[src/rtl/rx_buffer_pkg.sv]
// Shared constants and types for the RX slot buffer write path.
package rx_buffer_pkg;

    localparam int unsigned els_lp        = 2048;
    localparam int unsigned addr_width_lp = 11;
    localparam int unsigned size_width_lp = 16;

    typedef enum logic [1:0] {
        IDLE = 2'd0,
        RECV = 2'd1,
        DROP = 2'd2
    } rx_writer_state_e;

    // Counter increment that sticks at all-ones instead of wrapping.
    function automatic logic [size_width_lp-1:0] sat_inc(input logic [size_width_lp-1:0] v);
        return (v == {size_width_lp{1'b1}}) ? v : v + 1'b1;
    endfunction

endpackage

[src/rtl/rx_byte_packer.sv]
// Byte-lane accumulator: collects bytes into a buffer-width word and emits it
// when the top lane fills or the frame ends. Unfilled lanes of a flushed word are 0.
module rx_byte_packer #(
    parameter int data_width_p = 64
) (
    input  logic                    clk_i,
    input  logic                    reset_n_i,
    input  logic                    byte_v_i,
    input  logic [7:0]              byte_i,
    input  logic                    last_i,
    input  logic                    clear_i,
    output logic                    word_v_o,
    output logic [data_width_p-1:0] word_o
);

    localparam int bytes_lp  = data_width_p / 8;
    localparam int lane_w_lp = $clog2(bytes_lp);
    localparam logic [lane_w_lp-1:0] top_lane_lp = lane_w_lp'(bytes_lp - 1);

    logic [lane_w_lp-1:0]    r_lane;
    logic [data_width_p-1:0] r_pack;
    logic [data_width_p-1:0] r_word;
    logic                    r_word_v;
    logic [data_width_p-1:0] w_merged;
    logic                    w_emit;

    // Current pack register with the incoming byte dropped into its lane.
    always_comb begin
        w_merged = r_pack;
        w_merged[{r_lane, 3'b000} +: 8] = byte_i;
    end

    assign w_emit = byte_v_i & (last_i | (r_lane == top_lane_lp));

    // Lane/pack state advance and registered word output.
    always_ff @(posedge clk_i or negedge reset_n_i) begin
        if (!reset_n_i) begin
            r_lane   <= '0;
            r_pack   <= '0;
            r_word   <= '0;
            r_word_v <= 1'b0;
        end else begin
            r_word_v <= w_emit;
            if (w_emit) begin
                r_word <= w_merged;
            end
            if (clear_i || w_emit) begin
                r_lane <= '0;
                r_pack <= '0;
            end else if (byte_v_i) begin
                r_lane <= r_lane + 1'b1;
                r_pack <= w_merged;
            end
        end
    end

    assign word_v_o = r_word_v;
    assign word_o   = r_word;

endmodule

[src/rtl/rx_frame_writer.sv]
// Packs the MAC RX byte stream into buffer words, writes them at aligned slot
// addresses and commits good frames; errored, oversize or slot-less frames are
// dropped since the MAC cannot be stalled.
module rx_frame_writer
    import rx_buffer_pkg::*;
#(
    parameter int data_width_p      = 64,
    parameter int max_frame_bytes_p = 2048
) (
    input  logic                     clk_i,
    input  logic                     reset_n_i,
    input  logic                     rx_v_i,
    input  logic [7:0]               rx_data_i,
    input  logic                     rx_last_i,
    input  logic                     rx_error_i,
    output logic                     write_slot_v_o,
    input  logic                     write_slot_ready_and_i,
    output logic                     write_size_v_o,
    output logic [size_width_lp-1:0] write_size_o,
    output logic                     write_v_o,
    output logic [addr_width_lp-1:0] write_addr_o,
    output logic [data_width_p-1:0]  write_data_o,
    output logic                     drop_v_o,
    output logic [size_width_lp-1:0] drop_count_o
);

    localparam int bytes_lp = data_width_p / 8;
    // A frame can never be allowed to run past the end of its slot.
    localparam logic [size_width_lp-1:0] max_lp =
        (max_frame_bytes_p > els_lp) ? size_width_lp'(els_lp) : size_width_lp'(max_frame_bytes_p);
    localparam logic [addr_width_lp-1:0] addr_mask_lp = addr_width_lp'(bytes_lp - 1);

    rx_writer_state_e         r_state;
    rx_writer_state_e         w_state_nxt;
    logic [size_width_lp-1:0] r_count;
    logic [addr_width_lp-1:0] r_addr;
    logic [size_width_lp-1:0] r_size;
    logic                     r_commit;
    logic                     r_drop_v;
    logic [size_width_lp-1:0] r_drop_cnt;
    logic                     w_slot_ok;
    logic                     w_accept;
    logic                     w_clear;
    logic                     w_commit;
    logic                     w_drop;

    // A commit in flight still owns the free slot this cycle, so a new start must not claim it.
    assign w_slot_ok = write_slot_ready_and_i & ~r_commit;

    // Next-state and per-byte decisions: accept into the packer, commit or drop.
    always_comb begin
        w_state_nxt = r_state;
        w_accept    = 1'b0;
        w_clear     = 1'b0;
        w_commit    = 1'b0;
        w_drop      = 1'b0;
        unique case (r_state)
            IDLE: begin
                if (rx_v_i) begin
                    if (w_slot_ok) begin
                        w_accept = 1'b1;
                        if (rx_last_i) begin
                            w_commit = ~rx_error_i;
                            w_drop   = rx_error_i;
                        end else begin
                            w_state_nxt = RECV;
                        end
                    end else if (rx_last_i) begin
                        w_drop = 1'b1;
                    end else begin
                        w_state_nxt = DROP;
                    end
                end
            end
            RECV: begin
                if (rx_v_i) begin
                    if (r_count == max_lp) begin
                        // Oversize: this byte is discarded and any partial lanes are abandoned.
                        w_clear = 1'b1;
                        if (rx_last_i) begin
                            w_drop      = 1'b1;
                            w_state_nxt = IDLE;
                        end else begin
                            w_state_nxt = DROP;
                        end
                    end else begin
                        w_accept = 1'b1;
                        if (rx_last_i) begin
                            w_commit    = ~rx_error_i;
                            w_drop      = rx_error_i;
                            w_state_nxt = IDLE;
                        end
                    end
                end
            end
            DROP: begin
                if (rx_v_i && rx_last_i) begin
                    w_drop      = 1'b1;
                    w_state_nxt = IDLE;
                end
            end
            default: w_state_nxt = IDLE;
        endcase
    end

    // State, byte count and word address tracking.
    always_ff @(posedge clk_i or negedge reset_n_i) begin
        if (!reset_n_i) begin
            r_state <= IDLE;
            r_count <= '0;
            r_addr  <= '0;
        end else begin
            r_state <= w_state_nxt;
            if (w_state_nxt == RECV) begin
                if (w_accept) begin
                    r_count <= r_count + 1'b1;
                end
            end else begin
                r_count <= '0;
            end
            if (w_accept) begin
                r_addr <= r_count[addr_width_lp-1:0] & ~addr_mask_lp;
            end
        end
    end

    // Commit, size and drop reporting.
    always_ff @(posedge clk_i or negedge reset_n_i) begin
        if (!reset_n_i) begin
            r_commit   <= 1'b0;
            r_size     <= '0;
            r_drop_v   <= 1'b0;
            r_drop_cnt <= '0;
        end else begin
            r_commit <= w_commit;
            r_drop_v <= w_drop;
            if (w_commit) begin
                r_size <= r_count + 1'b1;
            end
            if (w_drop) begin
                r_drop_cnt <= sat_inc(r_drop_cnt);
            end
        end
    end

    rx_byte_packer #(
        .data_width_p (data_width_p)
    ) u_packer (
        .clk_i     (clk_i),
        .reset_n_i (reset_n_i),
        .byte_v_i  (w_accept),
        .byte_i    (rx_data_i),
        .last_i    (rx_last_i),
        .clear_i   (w_clear),
        .word_v_o  (write_v_o),
        .word_o    (write_data_o)
    );

    assign write_addr_o   = r_addr;
    assign write_slot_v_o = r_commit;
    assign write_size_v_o = r_commit;
    assign write_size_o   = r_size;
    assign drop_v_o       = r_drop_v;
    assign drop_count_o   = r_drop_cnt;

endmodule

[config.mk]
export PLATFORM = sky130hd
export DESIGN_NAME = rx_frame_writer
export DESIGN_NICKNAME = d
export VERILOG_FILES = /design/src/rtl/rx_buffer_pkg.sv /design/src/rtl/rx_byte_packer.sv /design/src/rtl/rx_frame_writer.sv
export SDC_FILE = /design/constraint.sdc
export NUM_CORES = 1
export LEC_CHECK = 0
export ABC_AREA = 0
export CELL_PAD_IN_SITES_DETAIL_PLACEMENT = 1
export CELL_PAD_IN_SITES_GLOBAL_PLACEMENT = 2
export CORE_MARGIN = 3
export CORE_UTILIZATION = 30
export CTS_BUF_LIST = sky130_fd_sc_hd__clkbuf_8 sky130_fd_sc_hd__clkbuf_16
export CTS_CLUSTER_SIZE = 25
export DETAILED_ROUTE_END_ITERATION = 16
export PLACE_DENSITY = 0.73
export SLEW_MARGIN = 20
export SYNTH_ARGS = -nofsm -noshare
export SYNTH_HDL_FRONTEND = slang
export SYNTH_SLANG_ARGS = --single-unit
export TNS_END_PERCENT = 30
[constraint.sdc]
create_clock -name clk_i -period 4.7 [get_ports clk_i]
set_input_delay 0.705 -clock clk_i [delete_from_list [all_inputs] [get_ports clk_i]]
set_output_delay 0.705 -clock clk_i [all_outputs]
set_load 0.02 [all_outputs]
### After elaboration in Yosys (flattened, before gate mapping)

Index checks and enable logic that the tools add are counted.

* $add $sub $neg: 4
* eq/ne operators: 7
* shift-type cells: 2
* mux-type cells: 39
* bitwise gates (word level): 6
* reduce and logical (&&, ||, !) cells: 5

Operator list (count)
* $mux W64: 2
* $bwmux W64: 1
* $shift A8 B8 Y64 const A: 1
* $shiftx A8 B8 Y64: 1
* $add A16 B1 Y16 const B: 2
* $mux W16: 2
* $mux W1: 19
* $mux W2: 9
* $eq A16 B12 Y1 const B: 1
* $eq A16 B16 Y1 const B: 1
* $neg A6 Y8: 1
* $mux W3: 2
* $pmux W2 S3: 1
* $eq A2 B1 Y1 const B: 2
* $pmux W1 S2: 2
* $add A3 B1 Y3 const B: 1
* $eq A3 B3 Y1 const B: 1
* $not A1 Y1: 3
* $pmux W1 S3: 1
* $and A1 B1 Y1: 2
* $eq A2 B2 Y1 const B: 1
* $logic_not A2 Y1: 1
* $ne A2 B1 Y1 const B: 1
* $reduce_and A2 Y1: 1
* other kinds (4): 4

* flip-flop bits (word level): 192
* input port bits: 14
* output and inout port bits: 111

### Logic depth before layout (Yosys ltp)

* word-level depth: 8
* depth in mapped cells: 10

### By module

Synthesis repeated with hierarchy kept, for this count alone.

* cells, all modules: 781
* area, all modules: 8914.8 um2

By module, submodules not included
* rx_byte_packer: times used 1, cells an instance 490, area an instance 5868.1 um2, seq. area each 3303.2 um2
* rx_frame_writer: times used 1, cells an instance 291, area an instance 3046.7 um2, seq. area each 1501.4 um2

### Worst setup path before layout

No wires, ideal clock.

* path kind: register to register
* start: register u_packer.r_lane[0]
* end: register u_packer.r_pack[32]
* library setup time: 121 ps
* data arrival time: 2348 ps
* data required time: 4579 ps
* slack: 2231 ps
* stages on the path, launching flop included: 11
* path buffers: 2
* clock period less this slack: 2469 ps
* path through: dfrtp_1 inv_1 ha_1 ha_1 clkbuf_1 nor4b_1 o21ai_0 clkbuf_1 a21oi_1 nor2_2 a22o_1

* word-level cells in the longest chain between the ends: 5

Ends and longest elaborated chain
* start: declaration: line rx_byte_packer.sv:20 `logic [lane_w_lp-1:0] r_lane;`
* start signal: assignment: line rx_byte_packer.sv:51 `r_lane <= r_lane + 1'b1;`
* $neg A6 Y8 / $eq A3 B3 Y1 (equally long branches): line rx_byte_packer.sv:30, rx_byte_packer.sv:33
* $shiftx A8 B8 Y64 (tied with other cells): line rx_byte_packer.sv:30 `w_merged[{r_lane, 3'b000} +: 8] = byte_i;`
* $bwmux W64 / $and A1 B1 Y1 (equally long branches): line rx_byte_packer.sv:30, rx_byte_packer.sv:33
* $mux W64 / $logic_or A1 B1 Y1 (equally long branches): line rx_byte_packer.sv:50, rx_byte_packer.sv:47
* $mux W64 / $reduce_bool A2 Y1 (equally long branches)
* end signal: assignment: line rx_byte_packer.sv:52 `r_pack <= w_merged;`
* end: declaration: line rx_byte_packer.sv:21 `logic [data_width_p-1:0] r_pack;`

Several ways; a longest one is shown, not always the timed one. The select of a mux whose other input is x is not followed.
A chain may end at the register's enable or synchronous reset.

### Final worst setup path

* start: register u_packer.r_lane[0]
* end: register u_packer.r_pack[5]

The elaborated chain is that of the path after synthesis.

==> run summary <==
outcome -> complete, no violations
Synth cell types -> 48
DR vias/cell -> 4.916
Final setup viols -> 0
worst slew pin tran -> 933.9 ps
CTS tree -> done
met1 Use GR -> 23.81%
CTS Root Cell -> clkbuf_16
antenna viol nets, final -> 0
GPL Wtd Cong -> 0.7572
fin area -> 0.01073 mm^2
area of the die -> 0.03058 mm^2
average wire per standard cell -> 18.26 um
num rows -> 61
clk slew on worst S/H paths -> 80 ps
Layout Skew -> 18.40 ps
RSZ-0062 raised after global routing -> no
worst hold path type -> input port to asynchronous set/reset pin
Async SR Flop Fraction -> 100.0%
Syn Area/Cell -> 10.30 um^2
Area Growth Syn to Fin -> 25.45%
Hold Vio Cnt, Final -> 0
DR iter-0 viols -> 375
Boundary Pins -> 125
post-route setup TNS -> 0 ps
Post-Syn Instances -> 831
DP Wirelength -> 16200 um
CP arrival -> 3260 ps
CTS Buf Count -> 17
Worst Setup Start Kind -> register
yosys warns -> 0
Initial DRT Pass Iterations -> 6
Yosys top cell area share -> 56.16%
Via Count -> 6470
drt drc -> 0
Total Power -> 5.192 mW
vias in the first global route -> 6838
Min Clock Period, post-route -> 2891 ps
CP required -> 5070 ps
die width -> 174.9 um
CTS Sinks -> 192
cts hold-fix bufs -> 0
GRT Overall Usage -> 16.28%
Post-DP Area -> 0.01011 mm^2
Clock H-tree levels -> 4
Commonest cells post-synth -> dfrtp_1 (192), nor2_1 (131), a21oi_1 (111), nand2_1 (75), a22o_1 (56)
Slew HR -> 37.74%
Fmax -> 0.3459 GHz
Port Buffers -> 121
post-synth top area cell -> dfrtp_1
crit end category -> register
post-route insts no fill -> 1316
EDFF count, synth -> 0
Post-CTS Setup Bufs -> 0
Setup Crit Path Kind -> register to register
Power Density -> 483.8 mW/mm^2
M2 GR Usage -> 25.42%
gr ovfl total -> 0
Filler Cells Inserted -> 3128
worst slack, placed -> 1468 ps
critical-path maximum fanout -> 10
Die Ht -> 174.9 um
clk_lat worst skew -> 440 ps
Yosys reg bits -> 192
top cells by area, synth -> dfrtp_1 (56%), a21oi_1 (6.5%), nor2_1 (5.7%)
met3 usage -> 2.825%
post_cts resized -> 0
Primary FF master, synth -> dfrtp_1
Initial Util -> 30.63%
LEAKAGE -> 4.593 nW
Core Box Area -> 0.02793 mm^2
# Max-Cap Violations -> 0
first-pass GRT wire length -> 39740 um
most numerous cell in the Yosys netlist -> dfrtp_1
final worst slack -> 1809 ps
pin count of the biggest net entering global routing -> 112
placed insts -> 1284
Synth Cell Area -> 0.008556 mm^2
Seq/Total Area, Yosys -> 56.16%
IR Drop Worst-Case VDD -> 0.2164 mV
Total Wirelength -> 24030 um
fin nets -> 949
Longest Clk Path Bufs -> 2
ant diodes -> 0
initial antenna violation count -> 1
share of cells above drive strength 1 -> 6.823%
Tcrit/Tclk final -> 61.51%
GRT Max-Usage Layer -> met2
Pins Over Slew Limit -> 0
## stage by stage
step                      utilization, %  hold WS [ps]
after floorplan                        -         409.4
after global placement             36.19         460.6
after detailed placement           36.20         474.6
after CTS                          38.39         430.0
after global routing               38.42         450.6
final                              38.42         388.7
## registers in the layout, summed over array words and instances, names as in the netlist
register           flops
u_packer.word_o       64
r_count               16
r_state                2
write_size_v_o         1
write_size_o          16
u_packer.r_pack       64
u_packer.word_v_o      1
write_addr_o           8
drop_count_o          16
u_packer.r_lane        3
drop_v_o               1
## worst paths after layout
check / startpoint / end / slack (ps) / cells past startpoint
max reg2reg: u_packer.r_lane[0] / u_packer.r_pack[5] / 1810 / 7
max in group asynchronous: reset_n_i / u_packer.r_pack[6] / 3330 / 2
min reg2reg: write_addr_o[9] / write_addr_o[9] / 490 / 2
min: reset_n_i / u_packer.word_o[52] / 390 / 1
min in group clk_i: write_addr_o[9] / write_addr_o[9] / 490 / 2
max: u_packer.r_lane[0] / u_packer.r_pack[5] / 1810 / 7
## layer usage
layer	routed length, um	vias to the layer above
met4	198	0
li1	-	3083
met5	0	-
met1	11830	3283
met2	11160	94
met3	843	10
## cell usage in the layout (no fill, tap or decap), types with 4 or more instances in the layout
master           instances
a21oi_1                111
a22o_1                  56
a22oi_1                 26
a32o_1                   8
and3_1                  20
buf_4                    6
clkbuf_16               17
clkdlybuf4s50_1        120
clkinv_8                 5
dfrtp_1                192
ha_1                    10
inv_1                    8
inv_6                    5
mux2i_1                 17
nand2_1                 75
nand3_1                 14
nand4_1                  7
nor2_1                 130
nor2_2                   4
nor2b_1                  5
o21ai_0                  4
xnor2_1                 26
xor2_1                  17
## cells by family after synthesis
logic type	Yosys count	share of synthesized area, %
and+or+nand+nor	286	15.74
AOI/OAI and AO/OA	215	16.61
DFF	192	56.16
buffers and inverters	64	3.203
xor gates and xnor gates	43	4.402
muxes	20	2.384
adders and majority gates	10	1.462
other	1	0.04383
## power breakdown
part | internal [mW] | total, mW | switching (mW) | leakage (nW)
Combinational | 0.677 | 1.57 | 0.890 | 1.80
Clock | 0.729 | 1.49 | 0.762 | 0.296
Sequential | 1.93 | 2.13 | 0.200 | 2.50
## layout make-up
| class | instances | area, um^2 | share of cell area [%] |
|---|---|---|---|
| clock buffers | 17 | 425.4 | 3.964 |
| multi-input cells | 577 | 3516 | 32.76 |
| flip-flops and latches | 192 | 4805 | 44.77 |
| well taps | 378 | 473.0 | 4.407 |
| inverters | 8 | 30.03 | 0.2798 |
| repair buffers | 129 | 1300 | 12.11 |
| clock inverters | 15 | 183.9 | 1.714 |
## worst max-delay path: stages, from the launching register on
cell     delay, ps
dfrtp_1        530
inv_1          150
ha_1           230
ha_1           390
nor2_1         140
nand3_1        480
nor2_1         680
a22o_1         230
(Power assumes the default switching activity.)
